[config.mk]
export PLATFORM = sky130hd
export DESIGN_NAME = dmem_arbiter
export DESIGN_NICKNAME = d
export VERILOG_FILES = /design/src/rtl/dmem_arbiter.sv
export SDC_FILE = /design/constraint.sdc
export NUM_CORES = 1
export LEC_CHECK = 0
export CAP_MARGIN = 15
export CORE_MARGIN = 10
export CORE_UTILIZATION = 44
export DETAILED_ROUTE_END_ITERATION = 6
export PLACE_DENSITY_LB_ADDON = 0.08
export SLEW_MARGIN = 20
export SYNTH_ARGS = -nofsm -noshare
export SYNTH_HDL_FRONTEND = slang
export SYNTH_SLANG_ARGS = --single-unit
[constraint.sdc]
create_clock -name i_clk -period 3.6 [get_ports i_clk]
set_input_delay 0.72 -clock i_clk [delete_from_list [all_inputs] [get_ports i_clk]]
set_output_delay 0.72 -clock i_clk [all_outputs]
set_load 0.01 [all_outputs]
[src/rtl/dmem_arbiter.sv]
`default_nettype none
// ============================================================================
// Module   : dmem_arbiter
// Purpose  : Single-port data-memory arbiter between the MEM-stage CPU port and
//            an auxiliary master; AUX is forced a grant after STARVE_MAX CPU
//            wins. Optional build macro DMEM_ARB_PERF_EN adds perf counters.
// Revision : 1.0 - initial release
// ============================================================================
module dmem_arbiter #(
    parameter int ADDR_W      = 32,
    parameter int DATA_W      = 32,
    parameter int WAIT_CYCLES = 0,
    parameter int STARVE_MAX  = 4
) (
    input  logic              i_clk,
    input  logic              i_rst_n,
    input  logic              i_cpu_req,
    input  logic              i_cpu_we,
    input  logic [ADDR_W-1:0] i_cpu_addr,
    input  logic [DATA_W-1:0] i_cpu_wdata,
    output logic [DATA_W-1:0] o_cpu_rdata,
    output logic              o_cpu_ack,
    output logic              o_stall_MEM,
    input  logic              i_aux_req,
    input  logic              i_aux_we,
    input  logic [ADDR_W-1:0] i_aux_addr,
    input  logic [DATA_W-1:0] i_aux_wdata,
    output logic [DATA_W-1:0] o_aux_rdata,
    output logic              o_aux_ack,
    output logic              o_mem_write,
    output logic [ADDR_W-1:0] o_mem_addr,
    output logic [DATA_W-1:0] o_mem_data,
    input  logic [DATA_W-1:0] i_mem_data
`ifdef DMEM_ARB_PERF_EN
    ,
    output logic [31:0]       o_stall_cnt,
    output logic [15:0]       o_aux_grant_cnt
`endif
);

    localparam logic [3:0] c_WAIT_INIT  = 4'(WAIT_CYCLES);
    localparam logic [3:0] c_STARVE_MAX = 4'(STARVE_MAX);

    typedef enum logic [1:0] {
        ST_IDLE   = 2'd0,
        ST_ACCESS = 2'd1,
        ST_DONE   = 2'd2
    } state_t;

    state_t              state_q, state_d;
    logic                owner_q, owner_d;      // 1 = AUX owns the access
    logic                we_q, we_d;
    logic [ADDR_W-1:0]   addr_q, addr_d;
    logic [DATA_W-1:0]   wdata_q, wdata_d;
    logic [3:0]          wait_q, wait_d;
    logic [3:0]          starve_q, starve_d;
    logic [DATA_W-1:0]   cpu_rdata_q, cpu_rdata_d;
    logic [DATA_W-1:0]   aux_rdata_q, aux_rdata_d;

    logic                w_grant;
    logic                w_grant_aux;
    logic                w_final;

    always_ff @(posedge i_clk or negedge i_rst_n) begin
        if (!i_rst_n) begin
            state_q     <= ST_IDLE;
            owner_q     <= 1'b0;
            we_q        <= 1'b0;
            addr_q      <= '0;
            wdata_q     <= '0;
            wait_q      <= 4'd0;
            starve_q    <= 4'd0;
            cpu_rdata_q <= '0;
            aux_rdata_q <= '0;
        end else begin
            state_q     <= state_d;
            owner_q     <= owner_d;
            we_q        <= we_d;
            addr_q      <= addr_d;
            wdata_q     <= wdata_d;
            wait_q      <= wait_d;
            starve_q    <= starve_d;
            cpu_rdata_q <= cpu_rdata_d;
            aux_rdata_q <= aux_rdata_d;
        end
    end

    always_comb begin
        state_d     = state_q;
        owner_d     = owner_q;
        we_d        = we_q;
        addr_d      = addr_q;
        wdata_d     = wdata_q;
        wait_d      = wait_q;
        starve_d    = starve_q;
        cpu_rdata_d = cpu_rdata_q;
        aux_rdata_d = aux_rdata_q;
        w_grant     = 1'b0;
        w_grant_aux = 1'b0;
        w_final     = 1'b0;

        case (state_q)
            ST_IDLE: begin
                if (!i_aux_req) begin
                    starve_d = 4'd0;
                end
                if (i_aux_req && (starve_q == c_STARVE_MAX)) begin
                    w_grant     = 1'b1;
                    w_grant_aux = 1'b1;
                    starve_d    = 4'd0;
                end else if (i_cpu_req) begin
                    w_grant = 1'b1;
                    if (i_aux_req && (starve_q < c_STARVE_MAX)) begin
                        starve_d = starve_q + 4'd1;
                    end
                end else if (i_aux_req) begin
                    w_grant     = 1'b1;
                    w_grant_aux = 1'b1;
                    starve_d    = 4'd0;
                end
            end
            ST_ACCESS: begin
                if (wait_q != 4'd0) begin
                    wait_d = wait_q - 4'd1;
                end else begin
                    w_final = 1'b1;
                    state_d = ST_DONE;
                    if (!we_q) begin
                        if (owner_q) begin
                            aux_rdata_d = i_mem_data;
                        end else begin
                            cpu_rdata_d = i_mem_data;
                        end
                    end
                end
            end
            ST_DONE: begin
                state_d = ST_IDLE;
            end
            default: begin
                state_d = ST_IDLE;
            end
        endcase

        // The winner's request fields are captured so the requester may
        // drop or change them as soon as it sees its ack.
        if (w_grant) begin
            owner_d = w_grant_aux;
            we_d    = w_grant_aux ? i_aux_we    : i_cpu_we;
            addr_d  = w_grant_aux ? i_aux_addr  : i_cpu_addr;
            wdata_d = w_grant_aux ? i_aux_wdata : i_cpu_wdata;
            wait_d  = c_WAIT_INIT;
            state_d = ST_ACCESS;
        end
    end

    assign o_mem_write = w_final & we_q;
    assign o_mem_addr  = addr_q;
    assign o_mem_data  = wdata_q;
    assign o_cpu_ack   = (state_q == ST_DONE) & ~owner_q;
    assign o_aux_ack   = (state_q == ST_DONE) &  owner_q;
    assign o_cpu_rdata = cpu_rdata_q;
    assign o_aux_rdata = aux_rdata_q;
    assign o_stall_MEM = i_cpu_req & ~o_cpu_ack;

`ifdef DMEM_ARB_PERF_EN
    logic [31:0] stall_cnt_q;
    logic [15:0] aux_grant_cnt_q;

    always_ff @(posedge i_clk or negedge i_rst_n) begin
        if (!i_rst_n) begin
            stall_cnt_q     <= 32'd0;
            aux_grant_cnt_q <= 16'd0;
        end else begin
            if (o_stall_MEM && (stall_cnt_q != 32'hFFFF_FFFF)) begin
                stall_cnt_q <= stall_cnt_q + 32'd1;
            end
            if (w_grant && w_grant_aux && (aux_grant_cnt_q != 16'hFFFF)) begin
                aux_grant_cnt_q <= aux_grant_cnt_q + 16'd1;
            end
        end
    end

    assign o_stall_cnt     = stall_cnt_q;
    assign o_aux_grant_cnt = aux_grant_cnt_q;
`endif

endmodule
`default_nettype wire

* After elaboration in Yosys (flattened, before gate mapping)
Index checks and enable logic that the tools add are counted.
Widths: inputs -> output; s select.
** Storage, ports and cells
- Bits in registers :: 140
- Input bits :: 166
- Output and inout port bits :: 132
- Word-level logic and storage cells :: 58
** Operators by class
- $add $sub $neg :: 2
- Magnitude comparators :: 1
- Eq/ne operators :: 5
- Mux-type cells :: 23
- Bitwise gates (word level) :: 8
- Reductions and logical operators :: 10
** Operator list (count)
- $mux 32 :: 2
- $mux 4 :: 8
- $mux 1 :: 10
- $reduce_and 4->1 :: 2
- $add 4x1->4 const B :: 1
- $and 1x1->1 :: 4
- $eq 4x3->1 const B :: 1
- $lt 4x3->1 const B :: 1
- $mux 2 :: 2
- $not 1->1 :: 4
- $pmux 2 s2 :: 1
- $reduce_and 2->1 :: 2
- $reduce_bool 2->1 :: 2
- $reduce_bool 4->1 :: 1
- $sub 4x1->4 const B :: 1
- $ne 3x3->1 const B :: 1
- $eq 2x1->1 const B :: 1
- $eq 2x2->1 const B :: 1
- $logic_and 1x1->1 :: 2
- $logic_not 2->1 :: 1
- $ne 2x2->1 const B :: 1

* Logic depth before layout (Yosys ltp)
Gate-level depths: netlist (run 1).
- Depth after elaboration :: 6
- Gate-level depth with buffers :: 7
- Mapped depth without buffers :: 5

* Worst setup path after synthesis (run 1)
OpenSTA, ideal clock, no wires.
- Path kind :: register -> register
- Start point :: register wait_q[0]
- End point :: register aux_rdata_q[10], in the netlist o_aux_rdata[10]
- Setup time :: 125 ps
- Arrival time :: 2003 ps
- Required time :: 3475 ps
- Setup slack :: 1472 ps
- Cell stages (with the launch flop) :: 8
- Buffers on the path :: 2
- Period minus slack after synthesis :: 2128 ps
- Cells stage by stage :: dfrtp_1 inv_1 ha_1 or3b_1 or4_1 buf_2 buf_6 mux2_4
** On the way
- Word-level cells in the longest chain between the ends :: 3
** RTL lines
- start, declared :: line 55 : logic [3:0] wait_q, wait_d;
- start signal, assigned :: line 81 : wait_q <= wait_d;
- $reduce_bool 4->1 :: line 123 : if (wait_q != 4'd0) begin
- $not 1->1 (no source line)
- $reduce_and 4->1 (no source line)
- end signal, assigned :: line 84 : aux_rdata_q <= aux_rdata_d;
- end, declared :: line 58 : logic [DATA_W-1:0] aux_rdata_q, aux_rdata_d;
Every way passes these cells.
A chain may end at the register's enable or synchronous reset.

* Worst setup path after layout (run 1)
- Start point :: register wait_q[0]
- End point :: output o_mem_write
** On the way
- Word-level cells in the longest chain between the ends :: 4
** RTL lines
- $reduce_bool 4->1 :: line 123
- $mux 1 :: line 123
- $mux 1 :: line 102 : case (state_q)
- $and 1x1->1 :: line 157 : assign o_mem_write = w_final & we_q;
- end, declared :: line 30 : output logic o_mem_write,
Every way passes these cells.

==> results of run 1 <==
-- cells in the final DEF (no fill, tap or decap), types with 2 or more instances in the layout --
master,count
sky130_fd_sc_hd__mux2_4,30
sky130_fd_sc_hd__and3_1,3
sky130_fd_sc_hd__clkbuf_16,17
sky130_fd_sc_hd__clkinv_2,5
sky130_fd_sc_hd__dfrtp_1,140
sky130_fd_sc_hd__ha_1,3
sky130_fd_sc_hd__clkbuf_1,2
sky130_fd_sc_hd__nor2b_1,2
sky130_fd_sc_hd__o21bai_1,66
sky130_fd_sc_hd__clkdlybuf4s50_1,296
sky130_fd_sc_hd__o21ai_0,6
sky130_fd_sc_hd__mux2_1,2
sky130_fd_sc_hd__o221a_2,65
sky130_fd_sc_hd__bufinv_16,6
sky130_fd_sc_hd__nor3_1,4
sky130_fd_sc_hd__nor2_1,5
sky130_fd_sc_hd__inv_1,8
sky130_fd_sc_hd__a31oi_1,2
sky130_fd_sc_hd__mux2_2,32
sky130_fd_sc_hd__buf_4,8
sky130_fd_sc_hd__and2_1,2
-- worst paths after layout --
| check | startpoint | endpoint | slack (ns) | depth (start not counted) |
|---|---|---|---|---|
| setup / recovery | wait_q[0] | o_mem_write | 0.53 | 6 |
| hold / removal | i_rst_n | o_aux_rdata[26] | 0.45 | 1 |
| setup reg to reg | wait_q[0] | o_aux_rdata[12] | 0.82 | 5 |
| hold reg to reg | o_cpu_rdata[18] | o_cpu_rdata[18] | 0.50 | 1 |
| max in group asynchronous | i_rst_n | o_mem_addr[5] | 2.33 | 2 |
| min in group i_clk | o_cpu_rdata[18] | o_cpu_rdata[18] | 0.50 | 1 |
-- worst max-delay path: stages (launching register included) --
cell,delay [ns]
sky130_fd_sc_hd__dfrtp_1,0.39
sky130_fd_sc_hd__inv_1,0.08
sky130_fd_sc_hd__ha_1,0.21
sky130_fd_sc_hd__or3b_1,0.42
sky130_fd_sc_hd__nor2_1,0.13
sky130_fd_sc_hd__and2_1,0.13
sky130_fd_sc_hd__clkdlybuf4s50_1,0.58
-- through the flow --
step	power [mW]	instances	area, um^2	setup WS [ns]	hold slack (ns)
5_1_grt	9.34	905	9870	0.319	0.518
6_report	8.85	906	9870	0.526	0.453
3_3_place_gp	6.83	873	9200	0.776	0.471
4_1_cts	8.94	905	9860	0.501	0.508
3_5_place_dp	6.94	873	9200	0.763	0.494
2_1_floorplan	4.78	428	6100	1.47	0.424
-- per-layer routing --
metal | track usage, % | vias to the layer above
li1 | - | 2232
met1 | 24.1 | 2469
met2 | 33.1 | 237
met3 | 9.94 | 33
met4 | 9.44 | 0
met5 | 0 | -
-- sequential cells by signal, summed over array words and instances (netlist names) --
name	flops
we_q	1
o_cpu_rdata	32
o_mem_addr	32
o_aux_rdata	32
owner_q	1
state_q	2
o_mem_data	32
wait_q	4
starve_q	4
-- power by group --
| part | internal [mW] | switching, mW | leakage, nW | total, mW |
|---|---|---|---|---|
| clock network | 1.29 | 0.651 | 0.320 | 1.94 |
| registers | 2.33 | 0.449 | 1.62 | 2.78 |
| logic | 2.52 | 1.61 | 2.26 | 4.13 |
| total | 6.14 | 2.71 | 4.19 | 8.85 |
-- cell families after synthesis --
| kind of cell | count (synthesis) | share of synthesized area [%] |
|---|---|---|
| multiplexers | 65 | 13.8 |
| flip-flops | 140 | 57.5 |
| buffers and inverters | 44 | 3.24 |
| AO/OA/AOI/OAI | 150 | 22.3 |
| AND/OR/NAND/NOR | 26 | 2.59 |
| adder cells (fa/ha/maj) | 3 | 0.616 |
-- area by class of cell --
cell class	instances	area [um^2]
Clock buffer	19	433
Fill cell	904	3530
Tap cell	176	220
Antenna cell	1	2.50
Clock inverter	13	221
Sequential cell	140	3500
Multi-Input combinational cell	244	2420
Inverter	8	30.0
Timing Repair Buffer	305	3040
==> metrics.md, run 1 <==
| Metric | Value |
|---|---|
| Highest layer used for signal routing | met4 |
| Number of global-route vias before repair | 5483 |
| Number of setup buffers added after CTS | 0 |
| Most instantiated cells after synthesis | 140 x sky130_fd_sc_hd__dfrtp_1, 66 x sky130_fd_sc_hd__o21bai_1, 65 x sky130_fd_sc_hd__o221a_2 |
| Maximum clock skew at final layout | 0.00824 ns |
| Largest fanout of any net on the critical path | 5 |
| Floorplan Core Area | 13400 um^2 |
| Routability cong. | 0.836 |
| Relative slew slack | 29.7% |
| Number of different library cells in the post-synthesis netlist | 40 |
| Number of flops mapped to enable cells by yosys | 0 |
| Cell area after synthesis | 6100 um^2 |
| Post-route minimum period | 3.07 ns |
| Top cell type's share of synthesized area | 57.5% |
| Sequential share of the synthesized area | 57.5% |
| Cells taking the most area after synthesis | sky130_fd_sc_hd__dfrtp_1 57%, sky130_fd_sc_hd__o221a_2 12%, sky130_fd_sc_hd__o21bai_1 8.1%, sky130_fd_sc_hd__mux2_4 7.4%, sky130_fd_sc_hd__mux2_2 5.9% |
| Routed wire per std cell | 22.4 um |
| Total Wirelength | 20.3 mm |
| Crit path capture type | output pin |
| Vertical die dimension | 138 um |
| Library cell occupying the most area in the post-synthesis netlist | sky130_fd_sc_hd__dfrtp_1 |
| Final hold violations | 0 |
| Antenna violations before repair | 0 |
| Max-cap violations | 0 |
| Highest clock rate | 0.325 GHz |
| Dominant cell by count in the synthesized netlist | sky130_fd_sc_hd__dfrtp_1 |
| Antenna violation net count after detailed routing | 0 |
| Clock root buffer | sky130_fd_sc_hd__clkbuf_16 |
| Crit path kind | reg -> out |
| HPWL reported at the end of detailed placement | 14.8 mm |
| Clock sink total | 140 |
| Post-cts repair resize count | 0 |
| Share of post-route cells with drive strength above 1 | 23.5% |
| Net count reported at finish | 885 |
| Worst-case vdd ir drop | 0.410 mV |
| Pwr/cell area | 897 nW/um^2 |
| Setup violations, final | 0 |
| Detailed-routing iteration count for the pre-antenna-repair pass | 7 |
| TritonCTS buffer count | 17 |
| Area delta synth->final | 61.9% |
| Clock insertion delay at the later pin of the skew report | 0.41 ns |
| Total vias in the final route | 4971 |
| Gr ovfl total | 0 |
| Outcome | finished clean |
| Commonest register cell after synthesis | sky130_fd_sc_hd__dfrtp_1 |
| Largest net degree at the start of global routing | 120 |
| Post-detailed-route DRC marker count | 0 |
| Post-synthesis instance total | 428 |
| Io pins | 298 |
| Post-layout utilization of the core | 73.7% |
| Number of nets produced by synthesis | 597 |
| CTS Buffer Depth | 2 |
| Worst Path Arrival | 2.35 ns |
| Final period utilization | 85.4% |
| Count of input and output buffers | 297 |
| Data required, critical path | 2.88 ns |
| Syn Area/Cell | 14.2 um^2 |
| Total of flip-flops plus latches after synthesis | 140 |
| First-pass GRT wire length | 30.7 mm |
| Aggregate negative setup slack | 0 ns |
| Critical Path Source Type | register |
| First DRT Iteration DRCs | 317 |
| Met2 wire length | 9.70 mm |
| Leakage component of the power | 4.19 nW |
| Clock tree from TritonCTS | yes |
| Die Area | 19000 um^2 |
| Total global routing track utilization | 21.1% |
| Setup repair after global routing missed its margin | false |
| Number of warnings printed during yosys synthesis | 0 |
| Clock-pin transition on the worst setup and hold timing paths | 0.06 ns |
| Count of final max-slew check failures | 0 |
| CTS hold repair buffers | 0 |
| Class of the tightest hold or removal check | in -> async |
| Avg Vias per Cell | 5.49 |
| Worst slew pin tran | 1.05 ns |
| Async set or reset register ratio after synthesis | 100% |
| H-tree levels | 4 |
| Starting density of the core | 45.5% |
| Count of standard-cell rows | 42 |
| Routed met3 length | 2.12 mm |
| Die width | 138 um |
| Wire length on met1 | 7.82 mm |
No activity file was read; power rests on OpenSTA's default activity.
==> inputs of run 2 (changes only) <==
CORE_MARGIN = 2   (was 10)
==> metrics.md, run 2 (same netlist as run 1, synthesis figures left out) <==
| Metric | Value |
|---|---|
| Outcome | finished clean |
| Post-layout utilization of the core | 72.2% (-1.5 points) |
| First-pass GRT wire length | 27.3 mm (-11%) |
| Master of the slowest instance on the critical path | sky130_fd_sc_hd__clkdlybuf4s50_1 |
| Clock power frac | 22.5% (+0.5 points) |
| Clock-pin transition on the worst setup and hold timing paths | 0.06 ns (about the same) |
| Clock insertion delay at the later pin of the skew report | 0.41 ns (about the same) |
| Antenna violations before repair | 0 (unchanged) |
| Critical Path Source Type | register |
| Levels on crit path | 6 (unchanged) |
| Clock root buffer | sky130_fd_sc_hd__clkbuf_16 |
| Routability cong. | 0.826 (-1.3%) |
| Io pins | 298 (unchanged) |
| HPWL reported at the end of detailed placement | 12.2 mm (-17%) |
| Share of post-route cells with drive strength above 1 | 23.7% (+0.27 points) |
| CTS hold repair buffers | 0 (unchanged) |
| Vertical die dimension | 122 um (-12%) |
| Post-route minimum period | 3.08 ns (+0.00245 ns) |
| Worst slew pin tran | 1.07 ns (+0.0140 ns) |
| Crit path kind | reg -> out |
| Final period utilization | 85.5% (about the same) |
| Final hold violations | 0 (unchanged) |
| Setup repair after global routing missed its margin | false |
| Die Area | 14800 um^2 (-22%) |
| Starting density of the core | 44.4% (-1.1 points) |
| Gr ovfl total | 0 (unchanged) |
| Post-detailed-route DRC marker count | 0 (unchanged) |
| Power, Total | 8.85 mW (about the same) |
| Worst Path Arrival | 2.36 ns (about the same) |
| Clock sink total | 140 (unchanged) |
| Fin Hold WS | 0.415 ns (-0.0373 ns) |
| Largest net degree at the start of global routing | 110 (-8.3%) |
| Largest fanout of any net on the critical path | 5 (unchanged) |
| Number of cells on the worst reg-to-reg path | 5 (unchanged) |
| Clock tree from TritonCTS | yes |
| Area delta synth->final | 62.4% |
| H-tree levels | 4 (unchanged) |
| Die width | 122 um (-12%) |
| Aggregate negative setup slack | 0 ns (unchanged) |
| Class of the tightest hold or removal check | in -> async |
| Most used cells in the layout excluding fill and tap cells | 296 x sky130_fd_sc_hd__clkdlybuf4s50_1, 140 x sky130_fd_sc_hd__dfrtp_1, 66 x sky130_fd_sc_hd__o21bai_1, 65 x sky130_fd_sc_hd__o221a_2, 32 x sky130_fd_sc_hd__mux2_2 |
| Net count reported at finish | 885 (unchanged) |
| Relative slew slack | 28.7% (-0.93 points) |
| Final Non-Filler Cells | 909 (+0.33%) |
| Crit path capture type | output pin |
| TritonCTS buffer count | 17 (unchanged) |
| Detailed-routing iteration count for the pre-antenna-repair pass | 5 (-2) |
| Filler Cells Inserted | 939 (+3.9%) |
| Diode insertion count for antenna repair | 0 (-1) |
| Reg-to-reg setup timing slack | 0.78 ns (-0.04 ns) |
| Cell family with the largest share of critical-path delay | simple AND/OR/NAND/NOR gates |
| Worst-case vdd ir drop | 0.551 mV (+34%) |
| Data required, critical path | 2.88 ns (about the same) |
| Max-cap violations | 0 (unchanged) |
| Number of global-route vias before repair | 5123 (-6.6%) |
| Total Wirelength | 17.6 mm (-13%) |
| Count of final max-slew check failures | 0 (unchanged) |
| Series of cell instances along the critical path | inv_1, ha_1, or3b_1, nor2_1, and2_1, clkdlybuf4s50_1 |
| Buffers plus inverters on the worst setup path | 2 (unchanged) |
| Total global routing track utilization | 23.8% (+2.7 points) |
| Switch Pwr | 2.64 mW (-2.7%) |
| Antenna violation net count after detailed routing | 0 (unchanged) |
| Count of standard-cell rows | 43 (+2.4%) |
| Post-cts repair resize count | 0 (unchanged) |
| CTS Buffer Depth | 2 (unchanged) |
| Floorplan Core Area | 13700 um^2 (+2.4%) |
| Switching power share of the total | 29.8% (-0.80 points) |
| Highest clock rate | 0.325 GHz (about the same) |
| Maximum clock skew at final layout | 0.00479 ns (-0.00345 ns) |
| Number of setup buffers added after CTS | 0 (unchanged) |
| Setup violations, final | 0 (unchanged) |
| Commonest non-fill, non-tap cell in the layout | sky130_fd_sc_hd__clkdlybuf4s50_1 |
| Avg Vias per Cell | 5.43 (-1.1%) |
| Longest individual stage delay on the worst path | 0.57 ns (about the same) |
| First DRT Iteration DRCs | 284 (-10%) |
| Count of input and output buffers | 297 (unchanged) |
| Cell internal pwr | 6.21 mW (+1.1%) |
| Pwr/cell area | 893 nW/um^2 (-0.40%) |
| Register share of total power | 31.4% (about the same) |
| Routed wire per std cell | 19.3 um (-14%) |
| Placed Cells incl. Taps | 877 (+0.46%) |
| Leakage component of the power | 4.21 nW (+0.36%) |
| Total vias in the final route | 4934 (-0.74%) |
| Combinational share of power | 46.1% (-0.5 points) |
-- run 2: changes by cell type in the layout (fill, tap and decap cells not counted), sizes merged --
cell	change
diode	-1
clkinvlp	+1
clkinv	-2
clkbuf	+1
-- run 2: cell type report --
type / count / area (um^2) / area share (%)
clock buffers: 20 / 467 / 4.71
clock inverters: 12 / 215 / 2.17
inverters: 8 / 30.0 / 0.303
multi-input cells: 244 / 2410 / 24.4
flip-flops and latches: 140 / 3500 / 35.4
well taps: 180 / 225 / 2.27
repair buffers: 305 / 3050 / 30.8
-- run 2: worst paths after layout --
check / to / from
setup reg to reg: o_aux_rdata[18] / wait_q[0]
max in group asynchronous: o_mem_addr[5] / i_rst_n
min in group i_clk: o_cpu_rdata[0] / o_cpu_rdata[0]
hold / removal: o_aux_rdata[21] / i_rst_n
hold reg to reg: o_cpu_rdata[0] / o_cpu_rdata[0]
setup / recovery: o_mem_write / wait_q[0]
-- run 2: power groups by stage --
| stage | combinational (mW) | clock, mW | sequential [mW] |
|---|---|---|---|
| finish | 4.08 | 1.99 | 2.78 |
| global route | 4.35 | 2.09 | 2.88 |
| CTS | 4.12 | 2.03 | 2.78 |
| detailed placement | 4.12 | 0 | 2.77 |
| global placement | 4.02 | 0 | 2.75 |
| floorplan | 1.72 | 0 | 3.06 |
-- run 2: per-layer routing --
| layer | share of wire [%] | GRT usage [%] | up-vias |
|---|---|---|---|
| met2 | 49 | 38.7 | 224 |
| li1 | - | - | 2229 |
| met3 | 8.5 | 8.52 | 24 |
| met1 | 40 | 29.7 | 2457 |
| met4 | 2.3 | 8.05 | 0 |
| met5 | 0 | 0 | - |
-- run 2: stage by stage --
step | setup WS, ns | cell area (um^2)
3_5_place_dp | 0.731 | 9220
3_3_place_gp | 0.749 | 9220
5_1_grt | 0.427 | 9900
6_report | 0.524 | 9900
2_1_floorplan | 1.47 | 6100
4_1_cts | 0.504 | 9900
==> inputs of run 3 (changes only) <==
--- a/config.mk
+++ b/config.mk
@@ -8,5 +8,5 @@
 export CAP_MARGIN = 15
 export CORE_MARGIN = 2
-export CORE_UTILIZATION = 44
+export CORE_UTILIZATION = 37
 export DETAILED_ROUTE_END_ITERATION = 6
 export PLACE_DENSITY_LB_ADDON = 0.08
==> constraint.sdc (replaced) <==
create_clock -name i_clk -period 2.8 [get_ports i_clk]
set_input_delay 0.84 -clock i_clk [delete_from_list [all_inputs] [get_ports i_clk]]
set_output_delay 0.84 -clock i_clk [all_outputs]
set_load 0.01 [all_outputs]
==> metrics.md, run 3 (same netlist as run 1, synthesis figures left out) <==
| Metric | Value |
|---|---|
| Outcome | finished clean |
| Area delta synth->final | 63.5% |
| First-pass GRT wire length | 28.9 mm (+5.8%) |
| Reg-to-reg setup timing slack | 0.40 ns (-0.38 ns) |
| Reg-to-reg critical path endpoint | o_aux_rdata[16] |
| Maximum clock skew at final layout | 0.0102 ns (+0.00544 ns) |
| Die width | 132 um (+8.8%) |
| Filler Cells Inserted | 1273 (+36%) |
| Longest individual stage delay on the worst path | 0.58 ns (about the same) |
| Setup violations, final | 0 (unchanged) |
| Antenna violation net count after detailed routing | 0 (unchanged) |
| Count of final max-slew check failures | 0 (unchanged) |
| Post-detailed-route DRC marker count | 0 (unchanged) |
| Final hold violations | 0 (unchanged) |
| End point of the critical path | o_cpu_ack |
| Total Wirelength | 18.1 mm (+3.2%) |
| Vertical die dimension | 132 um (+8.8%) |
| Post-route minimum period | 2.66 ns |
| Post-route standard cell area excluding fillers | 9970 um^2 (+0.63%) |
| Worst Path Arrival | 1.82 ns (-0.54 ns) |
| Post-layout utilization of the core | 62.3% (-9.9 points) |
| TritonCTS buffer count | 17 (unchanged) |
| Die Area | 17500 um^2 (+18%) |
| Io pins | 298 (unchanged) |
| Series of cell instances along the critical path | and3_1, clkdlybuf4s50_1 |
| Pwr/cell area | 1110 nW/um^2 (+25%) |
| Largest fanout of any net on the critical path | 9 (+4) |
| Share of post-route cells with drive strength above 1 | 25.5% (+1.7 points) |
| Class of the tightest hold or removal check | in -> async |
| Aggregate negative setup slack | 0 ns (unchanged) |
| CTS Buffer Depth | 2 (unchanged) |
| Clock insertion delay at the later pin of the skew report | 0.42 ns (about the same) |
| Count of standard-cell rows | 46 (+7.0%) |
| Routability cong. | 0.829 (+0.42%) |
| Detailed-routing iteration count for the pre-antenna-repair pass | 4 (-1) |
| Crit path kind | reg -> out |
| Worst-case setup slack after placement | -0.0472 ns (-0.778 ns) |
| Master of the slowest instance on the critical path | sky130_fd_sc_hd__clkdlybuf4s50_1 |
| H-tree levels | 4 (unchanged) |
| Number of global-route vias before repair | 5426 (+5.9%) |
| Max-cap violations | 0 (unchanged) |
| Start point of the critical path | state_q[1] |
| Met3 usage in global routing | 7.34% (-1.2 points) |
| Clock tree from TritonCTS | yes |
| HPWL reported at the end of detailed placement | 12.7 mm (+3.8%) |
| Worst-case vdd ir drop | 0.477 mV (-13%) |
| Met1 track demand over resource | 24.6% (-5.1 points) |
| Clock root buffer | sky130_fd_sc_hd__clkbuf_16 |
| Clock-pin transition on the worst setup and hold timing paths | 0.06 ns (about the same) |
| First DRT Iteration DRCs | 302 (+6.3%) |
| Final Non-Filler Cells | 954 (+5.0%) |
| Commonest non-fill, non-tap cell in the layout | sky130_fd_sc_hd__clkdlybuf4s50_1 |
| Crit path capture type | output pin |
| Avg Vias per Cell | 5.19 (-4.4%) |
| Placed Cells incl. Taps | 921 (+5.0%) |
| Number of cells on the worst reg-to-reg path | 7 (+2) |
| Net count reported at finish | 894 (+1.0%) |
| Final setup margin | 0.139 ns (-0.385 ns) |
| Area post-placement | 9350 um^2 (+1.4%) |
| Total global routing track utilization | 20.9% (-3.0 points) |
| GRT met2 Usage | 34.8% (-3.9 points) |
| Source of the worst register-to-register timing path | wait_q[1] |
| Final period utilization | 95.0% |
| Relative slew slack | 48.3% (+20 points) |
| Count of input and output buffers | 297 (unchanged) |
| Worst slew pin tran | 0.776 ns (-0.293 ns) |
| Floorplan Core Area | 16000 um^2 (+17%) |
| Largest net degree at the start of global routing | 70 (-36%) |
| Diode insertion count for antenna repair | 0 (unchanged) |
| Leakage component of the power | 4.22 nW (+0.21%) |
| Most used cells in the layout excluding fill and tap cells | 294 x sky130_fd_sc_hd__clkdlybuf4s50_1, 140 x sky130_fd_sc_hd__dfrtp_1, 66 x sky130_fd_sc_hd__o21bai_1, 65 x sky130_fd_sc_hd__o221a_2, 32 x sky130_fd_sc_hd__mux2_2 |
| Data required, critical path | 1.96 ns (-0.92 ns) |
| Gr ovfl total | 0 (unchanged) |
| Fin Hold WS | 0.398 ns (-0.0176 ns) |
| Routed wire per std cell | 19.0 um (-1.6%) |
| Starting density of the core | 38.1% (-6.3 points) |
| Setup repair after global routing missed its margin | false |
| Clock sink total | 140 (unchanged) |
| Critical Path Source Type | register |
| Highest clock rate | 0.376 GHz |
| GRT busiest layer | met2 |
| Total vias in the final route | 4951 (+0.34%) |
| Power, Total | 11.1 mW (+25%) |
| Antenna violations before repair | 0 (unchanged) |
==> run 3: per-layer routing <==
layer | up-vias | wire, um | part of all wire, %
met5 | - | 0 | 0
met4 | 0 | 528 | 2.9
met1 | 2461 | 7320 | 40
li1 | 2249 | - | -
met2 | 205 | 8920 | 49
met3 | 36 | 1370 | 7.6
==> run 3: worst min path at each step <==
stage | start | end | slack (ns) | cells past startpoint
finish | i_rst_n | o_aux_rdata[25] | 0.40 | 1
global route | i_rst_n | o_cpu_rdata[25] | 0.43 | 1
CTS | i_rst_n | o_aux_rdata[25] | 0.41 | 1
detailed placement | o_cpu_rdata[0] | o_cpu_rdata[0] | 0.48 | 1
global placement | o_cpu_rdata[0] | o_cpu_rdata[0] | 0.47 | 1
floorplan | starve_q[0] | starve_q[0] | 0.48 | 1
==> run 3: timing repair <==
| item | 4_1_cts | 5_1_grt |
|---|---|---|
| pin swaps | 1 | 0 |
| setup endpoints to repair | 2 | 1 |
| gates resized for setup | 7 | 4 |
| buffers inserted | 0 | 1 |
| hold buffers | 0 | 0 |
==> run 3: final cells by class <==
class	instances	area, um^2	share of cell area [%]
Tap cell	216	270	2.71
Multi-Input combinational cell	244	2430	24.4
Sequential cell	140	3500	35.1
Inverter	8	30.0	0.301
Clock inverter	15	173	1.73
Timing Repair Buffer	314	3130	31.4
Clock buffer	17	425	4.27
==> run 3: where the power goes <==
| part | switching (mW) | total, mW | internal [mW] |
|---|---|---|---|
| registers | 0.561 | 3.56 | 3.00 |
| logic | 2.01 | 5.26 | 3.26 |
| clock network | 0.868 | 2.26 | 1.40 |
==> run 3: critical path, delay by kind of cell, from the launching register on <==
kind / cells / cell delay [ns]
flops: 1 / 0.49
simple gates: 1 / 0.34
buf+inv: 1 / 0.58
